`src/rtl/echo_timer_pkg.sv`:
```
// +----------------------------------------------------------------------+
// | echo_timer_pkg : shared FSM encoding and constants for echo_timer    |
// | Rev 1.0                                                              |
// +----------------------------------------------------------------------+
`default_nettype none

package echo_timer_pkg;

  typedef enum logic [2:0] {
    ST_IDLE = 3'd0,
    ST_TRIG = 3'd1,
    ST_WAIT = 3'd2,
    ST_MEAS = 3'd3,
    ST_DONE = 3'd4
  } state_t;

  // 2^16/58 rounded: dist_cm = (width_us * RECIP_58) >> 16
  localparam logic [10:0] RECIP_58         = 11'd1130;
  localparam int          CLK_FREQ_DEFAULT = 100_000_000;

endpackage

`default_nettype wire

```
`src/rtl/echo_timer_us_tick_gen.sv`:
```
// +----------------------------------------------------------------------+
// | us_tick_gen : restartable divider producing a 1-cycle tick per period |
// | Rev 1.0                                                              |
// +----------------------------------------------------------------------+
`default_nettype none

module us_tick_gen
  import echo_timer_pkg::*;
#(
  parameter int CLK_FREQ  = CLK_FREQ_DEFAULT,
  parameter int TICK_FREQ = 1_000_000
) (
  input  logic clk_int,
  input  logic rst_n,
  input  logic clr,
  output logic tick
);

  localparam int DIV = CLK_FREQ / TICK_FREQ;
  localparam int CW  = (DIV > 2) ? $clog2(DIV) : 1;
  localparam logic [CW-1:0] c_last_cnt = CW'(DIV - 1);

  logic [CW-1:0] r_cnt;

  always_ff @(posedge clk_int or negedge rst_n) begin
    if (!rst_n) begin
      r_cnt <= '0;
    end else if (clr || (r_cnt == c_last_cnt)) begin
      r_cnt <= '0;
    end else begin
      r_cnt <= r_cnt + CW'(1);
    end
  end

  assign tick = (r_cnt == c_last_cnt);

endmodule

`default_nettype wire

```
`src/rtl/echo_timer.sv`:
```
// +----------------------------------------------------------------------+
// | echo_timer : ultrasonic ranger trigger generator and echo timer      |
// | Rev 1.0                                                              |
// +----------------------------------------------------------------------+
`default_nettype none

module echo_timer
  import echo_timer_pkg::*;
#(
  parameter int CLK_FREQ   = CLK_FREQ_DEFAULT,
  parameter int TICK_FREQ  = 1_000_000,
  parameter int TRIG_US    = 10,
  parameter int TIMEOUT_US = 30000,
  parameter int W          = 16
) (
  input  logic         clk_int,
  input  logic         rst_n,
  input  logic         start,
  input  logic         echo,
  output logic         trig,
  output logic         busy,
  output logic         valid,
  output logic         timeout,
  output logic [W-1:0] width_us,
  output logic [9:0]   dist_cm
);

  localparam logic [W-1:0] c_trig_last = W'(TRIG_US - 1);
  localparam logic [W-1:0] c_timeout   = W'(TIMEOUT_US);

  state_t       r_state;
  logic [1:0]   r_sync;
  logic         r_echo_d;
  logic [W-1:0] r_us_cnt;
  logic [W-1:0] r_res;
  logic         r_res_to;
  logic         r_trig;
  logic         r_busy;
  logic         r_valid;
  logic         r_timeout;
  logic [W-1:0] r_width;
  logic [9:0]   r_dist;

  logic w_tick;
  logic w_rise;
  logic w_fall;
  logic w_trig_done;
  logic w_clr;
  logic [9:0] w_dist;

  always_ff @(posedge clk_int or negedge rst_n) begin
    if (!rst_n) begin
      r_sync   <= 2'b00;
      r_echo_d <= 1'b0;
    end else begin
      r_sync   <= {r_sync[0], echo};
      r_echo_d <= r_sync[1];
    end
  end

  assign w_rise      = r_sync[1] & ~r_echo_d;
  assign w_fall      = ~r_sync[1] & r_echo_d;
  assign w_trig_done = (r_state == ST_TRIG) && w_tick && (r_us_cnt == c_trig_last);
  // Restart the tick phase on every entry to TRIG, WAIT and MEAS
  assign w_clr       = ((r_state == ST_IDLE) && start) || w_trig_done ||
                       ((r_state == ST_WAIT) && w_rise);
  assign w_dist      = 10'((27'(r_res) * 27'(RECIP_58)) >> 16);

  us_tick_gen #(
    .CLK_FREQ  (CLK_FREQ),
    .TICK_FREQ (TICK_FREQ)
  ) u_tick (
    .clk_int (clk_int),
    .rst_n   (rst_n),
    .clr     (w_clr),
    .tick    (w_tick)
  );

  always_ff @(posedge clk_int or negedge rst_n) begin
    if (!rst_n) begin
      r_state   <= ST_IDLE;
      r_us_cnt  <= '0;
      r_res     <= '0;
      r_res_to  <= 1'b0;
      r_trig    <= 1'b0;
      r_busy    <= 1'b0;
      r_valid   <= 1'b0;
      r_timeout <= 1'b0;
      r_width   <= '0;
      r_dist    <= '0;
    end else begin
      r_valid <= 1'b0;
      case (r_state)
        ST_IDLE: begin
          r_busy <= start;
          r_trig <= start;
          if (start) begin
            r_state  <= ST_TRIG;
            r_us_cnt <= '0;
          end
        end
        ST_TRIG: begin
          if (w_trig_done) begin
            r_state  <= ST_WAIT;
            r_trig   <= 1'b0;
            r_us_cnt <= '0;
          end else if (w_tick) begin
            r_us_cnt <= r_us_cnt + W'(1);
          end
        end
        ST_WAIT: begin
          if (w_rise) begin
            r_state  <= ST_MEAS;
            r_us_cnt <= '0;
          end else if (r_us_cnt == c_timeout) begin
            r_state  <= ST_DONE;
            r_res    <= '0;
            r_res_to <= 1'b1;
          end else if (w_tick) begin
            r_us_cnt <= r_us_cnt + W'(1);
          end
        end
        ST_MEAS: begin
          // A falling edge beats both the tick and the timeout in the same cycle
          if (w_fall) begin
            r_state  <= ST_DONE;
            r_res    <= r_us_cnt;
            r_res_to <= 1'b0;
          end else if (r_us_cnt == c_timeout) begin
            r_state  <= ST_DONE;
            r_res    <= c_timeout;
            r_res_to <= 1'b1;
          end else if (w_tick) begin
            r_us_cnt <= r_us_cnt + W'(1);
          end
        end
        ST_DONE: begin
          r_width   <= r_res;
          r_dist    <= w_dist;
          r_timeout <= r_res_to;
          r_valid   <= 1'b1;
          r_state   <= ST_IDLE;
        end
        default: begin
          r_state <= ST_IDLE;
          r_trig  <= 1'b0;
          r_busy  <= 1'b0;
        end
      endcase
    end
  end

  assign trig     = r_trig;
  assign busy     = r_busy;
  assign valid    = r_valid;
  assign timeout  = r_timeout;
  assign width_us = r_width;
  assign dist_cm  = r_dist;

endmodule

`default_nettype wire
```
`config.mk`:
```
export PLATFORM = sky130hd
export DESIGN_NAME = echo_timer
export DESIGN_NICKNAME = d
export VERILOG_FILES = /design/src/rtl/echo_timer_pkg.sv /design/src/rtl/echo_timer_us_tick_gen.sv /design/src/rtl/echo_timer.sv
export SDC_FILE = /design/constraint.sdc
export NUM_CORES = 1
export LEC_CHECK = 0
export ABC_CLOCK_PERIOD_IN_PS = 9550
export BUFFER_PORTS_ARGS = -buffer_cell sky130_fd_sc_hd__buf_4
export CAP_MARGIN = 0
export CORE_ASPECT_RATIO = 2
export CORE_UTILIZATION = 35
export CTS_CLUSTER_DIAMETER = 50
export DETAILED_ROUTE_END_ITERATION = 6
export PLACE_DENSITY = 0.49
export REMOVE_ABC_BUFFERS = 1
export SETUP_SLACK_MARGIN = 0.2
export SYNTH_ARGS = -nofsm -noshare
export SYNTH_HDL_FRONTEND = slang
export SYNTH_SLANG_ARGS = --single-unit
```
`constraint.sdc`:
```
create_clock -name clk_int -period 9.55 [get_ports clk_int]
set_clock_uncertainty 0.2 [all_clocks]
set_input_delay 0.4775 -clock clk_int [delete_from_list [all_inputs] [get_ports clk_int]]
set_output_delay 0.4775 -clock clk_int [all_outputs]
set_load 0.01 [all_outputs]
```
Yosys cells after proc, flatten, opt, wreduce, memory -nomap -nowiden
Index checks and enable logic that the tools add are counted.

cells by class
  multiplexer cells = 27
  add/sub/neg operators = 2
  multipliers = 1
  reductions and logical operators = 17
  eq/ne operators = 13
  bitwise operators = 5

operators with widths
  kind                      number
  $mux W16                  10
  $pmux W16 S4              1
  $pmux W16 S2              1
  $mul A16 B10 Y25 const B  1
  $add A16 B1 Y16 const B   1
  $eq A16 B15 Y1 const B    1
  $eq A16 B4 Y1 const B     1
  $mux W3                   5
  $pmux W3 S4               1
  $ne A2 B2 Y1 const B      4
  $add A7 B1 Y7 const B     1
  $eq A7 B7 Y1 const B      1
  $mux W7                   1
  $eq A3 B2 Y1 const B      2
  $reduce_and A2 Y1         3
  $mux W1                   5
  $logic_and A1 B1 Y1       4
  $pmux W1 S2               2
  $reduce_and A4 Y1         1
  $reduce_bool A4 Y1        1
  $reduce_or A4 Y1          1
  $eq A3 B1 Y1 const B      1
  $eq A3 B3 Y1 const B      1
  $logic_not A3 Y1          1
  9 further kinds           14

storage, ports and cells
  register bits after elaboration = 76
  word-level logic and storage cells = 78
  input port bits = 4
  output and inout bits = 30

Longest topological paths before layout
  depth after elaboration = 7
  gate-level depth with buffers = 16
  depth with buffers taken out = 16

By module
Synthesis repeated with hierarchy kept, for this count alone.

unflattened totals
  cells, all modules = 609
  area total of the unflattened synthesis = 5854.4 um^2

modules (own cells, without submodules)
  module       cells each  seq. area each (um^2)  instances  area an instance (um^2)
  echo_timer   578         1726.7                 1          5535.3
  us_tick_gen  31          175.2                  1          319.1

Worst setup path after synthesis
OpenSTA, ideal clock, no wires.

  kind = register to register
  start = register r_res[7]
  end = register r_dist[8], in the netlist dist_cm[8]
  clock period less this slack = 4.386 ns
  required time = 9.255 ns
  slack = 5.164 ns
  arrival = 4.090 ns
  cell stages (with the launch flop) = 15
  buffers on the path = 0
  path through = dfrtp_1 ha_1 ha_1 fa_1 fa_1 inv_1 fa_1 inv_1 ha_1 or4_1 a2bb2oi_1 a22oi_2 nor3_1 o21a_1 o31ai_1

on the way
  longest elaborated chain between the ends = 1

ends and longest elaborated chain
  what                      RTL line           RTL
  start: declaration        echo_timer.sv:35   logic [W-1:0] r_res;
  start signal: assignment  echo_timer.sv:127  r_res <= r_us_cnt;
  start signal: assignment  echo_timer.sv:131  r_res <= c_timeout;
  $mul A16 B10 Y25          echo_timer.sv:67   assign w_dist = 10'((27'(r_res) * 27'(RECIP_58)) >> 16);
  end signal: assignment    echo_timer.sv:139  r_dist <= w_dist;
  end: declaration          echo_timer.sv:42   logic [9:0] r_dist;

Every way passes these cells.
A chain may end at the register's enable or synchronous reset.

Final worst setup path
  start = register r_res[7]
  end = register r_dist[2], in the netlist dist_cm[2]

Same word-level chain as after synthesis.

==> metrics <==
first-pass GRT wire length=25900 um; clock slew at reported path FFs=0.06 ns; ratio of cells with drive above 1 in the final layout=9.20%; CORE AREA=16800 sq um; Post-synth EDFFs=0; compound-cell area share of the yosys netlist=14.9%; CP bufs+invs=2; Hold Path Class=input pin to register; final WL=16200 um; met3 WL post-DR=356 um; CP max FO=5; crit end category=register; Yosys cell types=67; sequential share of the synthesized area=31.2%; Critical Path Start Type=register; gpl congestion=0.882; effective utilization at floorplan=36.1%; drt first pass iters=4; Max H-tree Level=3; cts hold-fix bufs=0; Max Used Layer=met4; Final Hold Vio Count=0; most common cell in the synthesized netlist=ha_1; WL met2=9460 um; Final ANT Viol Nets=0; area of the mapped netlist=6090 sq um; WP data required=9.56 ns; DRC viols=0; CTS resizes=0; post-route setup TNS=0 ns; initial antenna violation count=0; CP Cell Sequence=ha_1 > ha_1 > fa_1 > fa_1 > inv_1 > fa_1 > inv_1 > ha_1 > or4_1 > a2bb2oi_1 > a22oi_2 > o21ai_0 > xnor2_1 > o21ai_0; TritonCTS buffer count=9; Fmax achieved=206 MHz; Top FF cell, synth=dfrtp_1; R2R setup slack=4.70 ns; Syn Inst Count=646; largest family of logic cells by synthesized area=adder cells; status=finished, final reports clean; Die ar.=18000 sq um; top post-synthesis cells by count=87 x ha_1, 79 x nand2_1, 76 x dfrtp_1, 68 x inv_1, 41 x o21ai_0; CP top delay family=adder cells; Root Buffer=clkbuf_16; fraction of registers with async set/reset=100%; gr usage total=19.6%; Avg Cell Area, Syn=9.43 sq um; met1 WL=5420 um; HPWL Detailed=12800 um; Synth Area in Simple Gates=16.8%; Post-CTS Setup Bufs=0; crit path time final=4.85 ns; Critical Path AT=4.86 ns; Final Cycle Share=50.8%; vias per inst=5.44; vias in the first global route=5122; Synth area leader=dfrtp_1; gr ovfl total=0; Worst path max stage delay=0.55 ns; # setup viols final=0; synth warn=0; post-synthesis mux area share=0.493%; RSZ-0062 raised after global routing=no; number of DRC markers in iteration 0=163; Slew @ Worst Pin=1.00 ns; Max Transition Viols Final=0; Slew HR=33.4%; Ports=34; clk sinks=76; clk buf depth=2; CTS tree=yes; Die X=95.3 um; Adder-Cell Fraction of Synth Area=28.7%; filler cell count=1698; Die H=189 um; area delta synth->final=12.3%; XOR/XNOR Fraction of Synth Area=1.73%; CP Class=register to register; synth top area cells=dfrtp_1 31%, ha_1 18%, fa_1 11%; Max Cap Viol=0; ANT cells=0; wire length per cell=18.3 um; Yosys top cell area share=31.2%; Yosys reg bits=76; Vias=4795; Final #Nets=794; Critical-path top delay cell=fa_1; I/O Buffers=33; row count=67; largest net degree at the start of global routing=77; Clk Latency, worst-skew pair=0.35 ns
[cell type report]
| class | count | area [sq um] | share of cell area [%] |
|---|---|---|---|
| Clock inverter | 4 | 97.6 | 1.43 |
| Timing Repair Buffer | 35 | 263 | 3.84 |
| Tap cell | 207 | 259 | 3.79 |
| Inverter | 70 | 263 | 3.84 |
| Sequential cell | 76 | 1900 | 27.8 |
| Clock buffer | 11 | 243 | 3.55 |
| Multi-Input combinational cell | 478 | 3810 | 55.7 |
[placed cells by master (no fill, tap or decap), types with 4 or more instances in the layout]
cell,synthesis,layout
nand2_1,79,79
clkbuf_16,0,9
dfrtp_1,76,76
o31ai_1,7,7
nand3_1,13,13
buf_4,2,35
a22o_1,5,5
ha_1,87,87
a21oi_1,33,33
o21a_1,6,6
nor2_1,37,37
nand4_1,8,8
xnor2_1,7,7
nor3_1,13,13
nand2b_1,6,6
and3_1,7,7
a31oi_1,11,11
o21ai_0,41,41
or3_1,4,4
fa_1,33,33
inv_1,68,68
o22ai_1,5,5
and2_1,6,6
xor2_1,5,5
[metrics by stage]
stage / hold slack, ns / cell area, sq um / worst slack [ns] / util, % / instances
after floorplan: -0.0181 / 5980 / 5.16 / - / 624
after global placement: 0.142 / 6500 / 4.68 / 38.6 / 866
after detailed placement: 0.141 / 6500 / 4.66 / 38.6 / 866
after CTS: 0.0257 / 6840 / 4.66 / 40.6 / 881
after global routing: 0.0235 / 6840 / 4.50 / 40.6 / 881
final: 0.0375 / 6840 / 4.70 / 40.6 / 881
[logic make-up after synthesis]
kind of cell    count (synthesis)
compound gates                142
xor+xnor                       12
flops                          76
mux                             3
simple gates                  201
buf+inv                        92
fa+ha+maj                     120
[metal layers]
metal / up-vias / GRT usage (%)
li1: 2308 / -
met3: 46 / 3.07
met1: 2335 / 17.7
met5: - / 0
met4: 0 / 12.1
met2: 106 / 38.1
[worst reg2reg max path: cells and delay by family (launching register included)]
family,cells,cell delay (ns)
fa+ha+maj,6,2.45
compound gates,4,0.72
simple gates,1,0.53
flops,1,0.48
xor+xnor,1,0.23
buf+inv,2,0.09
[worst paths after layout]
kind | depth (start not counted) | start | endpoint
max | 14 | r_res[7] | dist_cm[2]
max in group asynchronous | 1 | rst_n | width_us[5]
min reg2reg | 0 | r_sync[0] | r_sync[1]
min | 1 | echo | r_sync[0]
max reg2reg | 14 | r_res[7] | dist_cm[2]
min in group asynchronous | 1 | rst_n | dist_cm[4]
[state kept, by name (all words and copies together), names as in the netlist]
name and count:
r_res 16, r_us_cnt 16, width_us 16, dist_cm 10, u_tick.r_cnt 7, r_state 3
r_sync 2, busy 1, r_echo_d 1, r_res_to 1, timeout 1, trig 1
valid 1
Power is left out: the tool's default activity adds up to more than one toggle a clock period on the data nets, which glitch-free logic cannot reach.
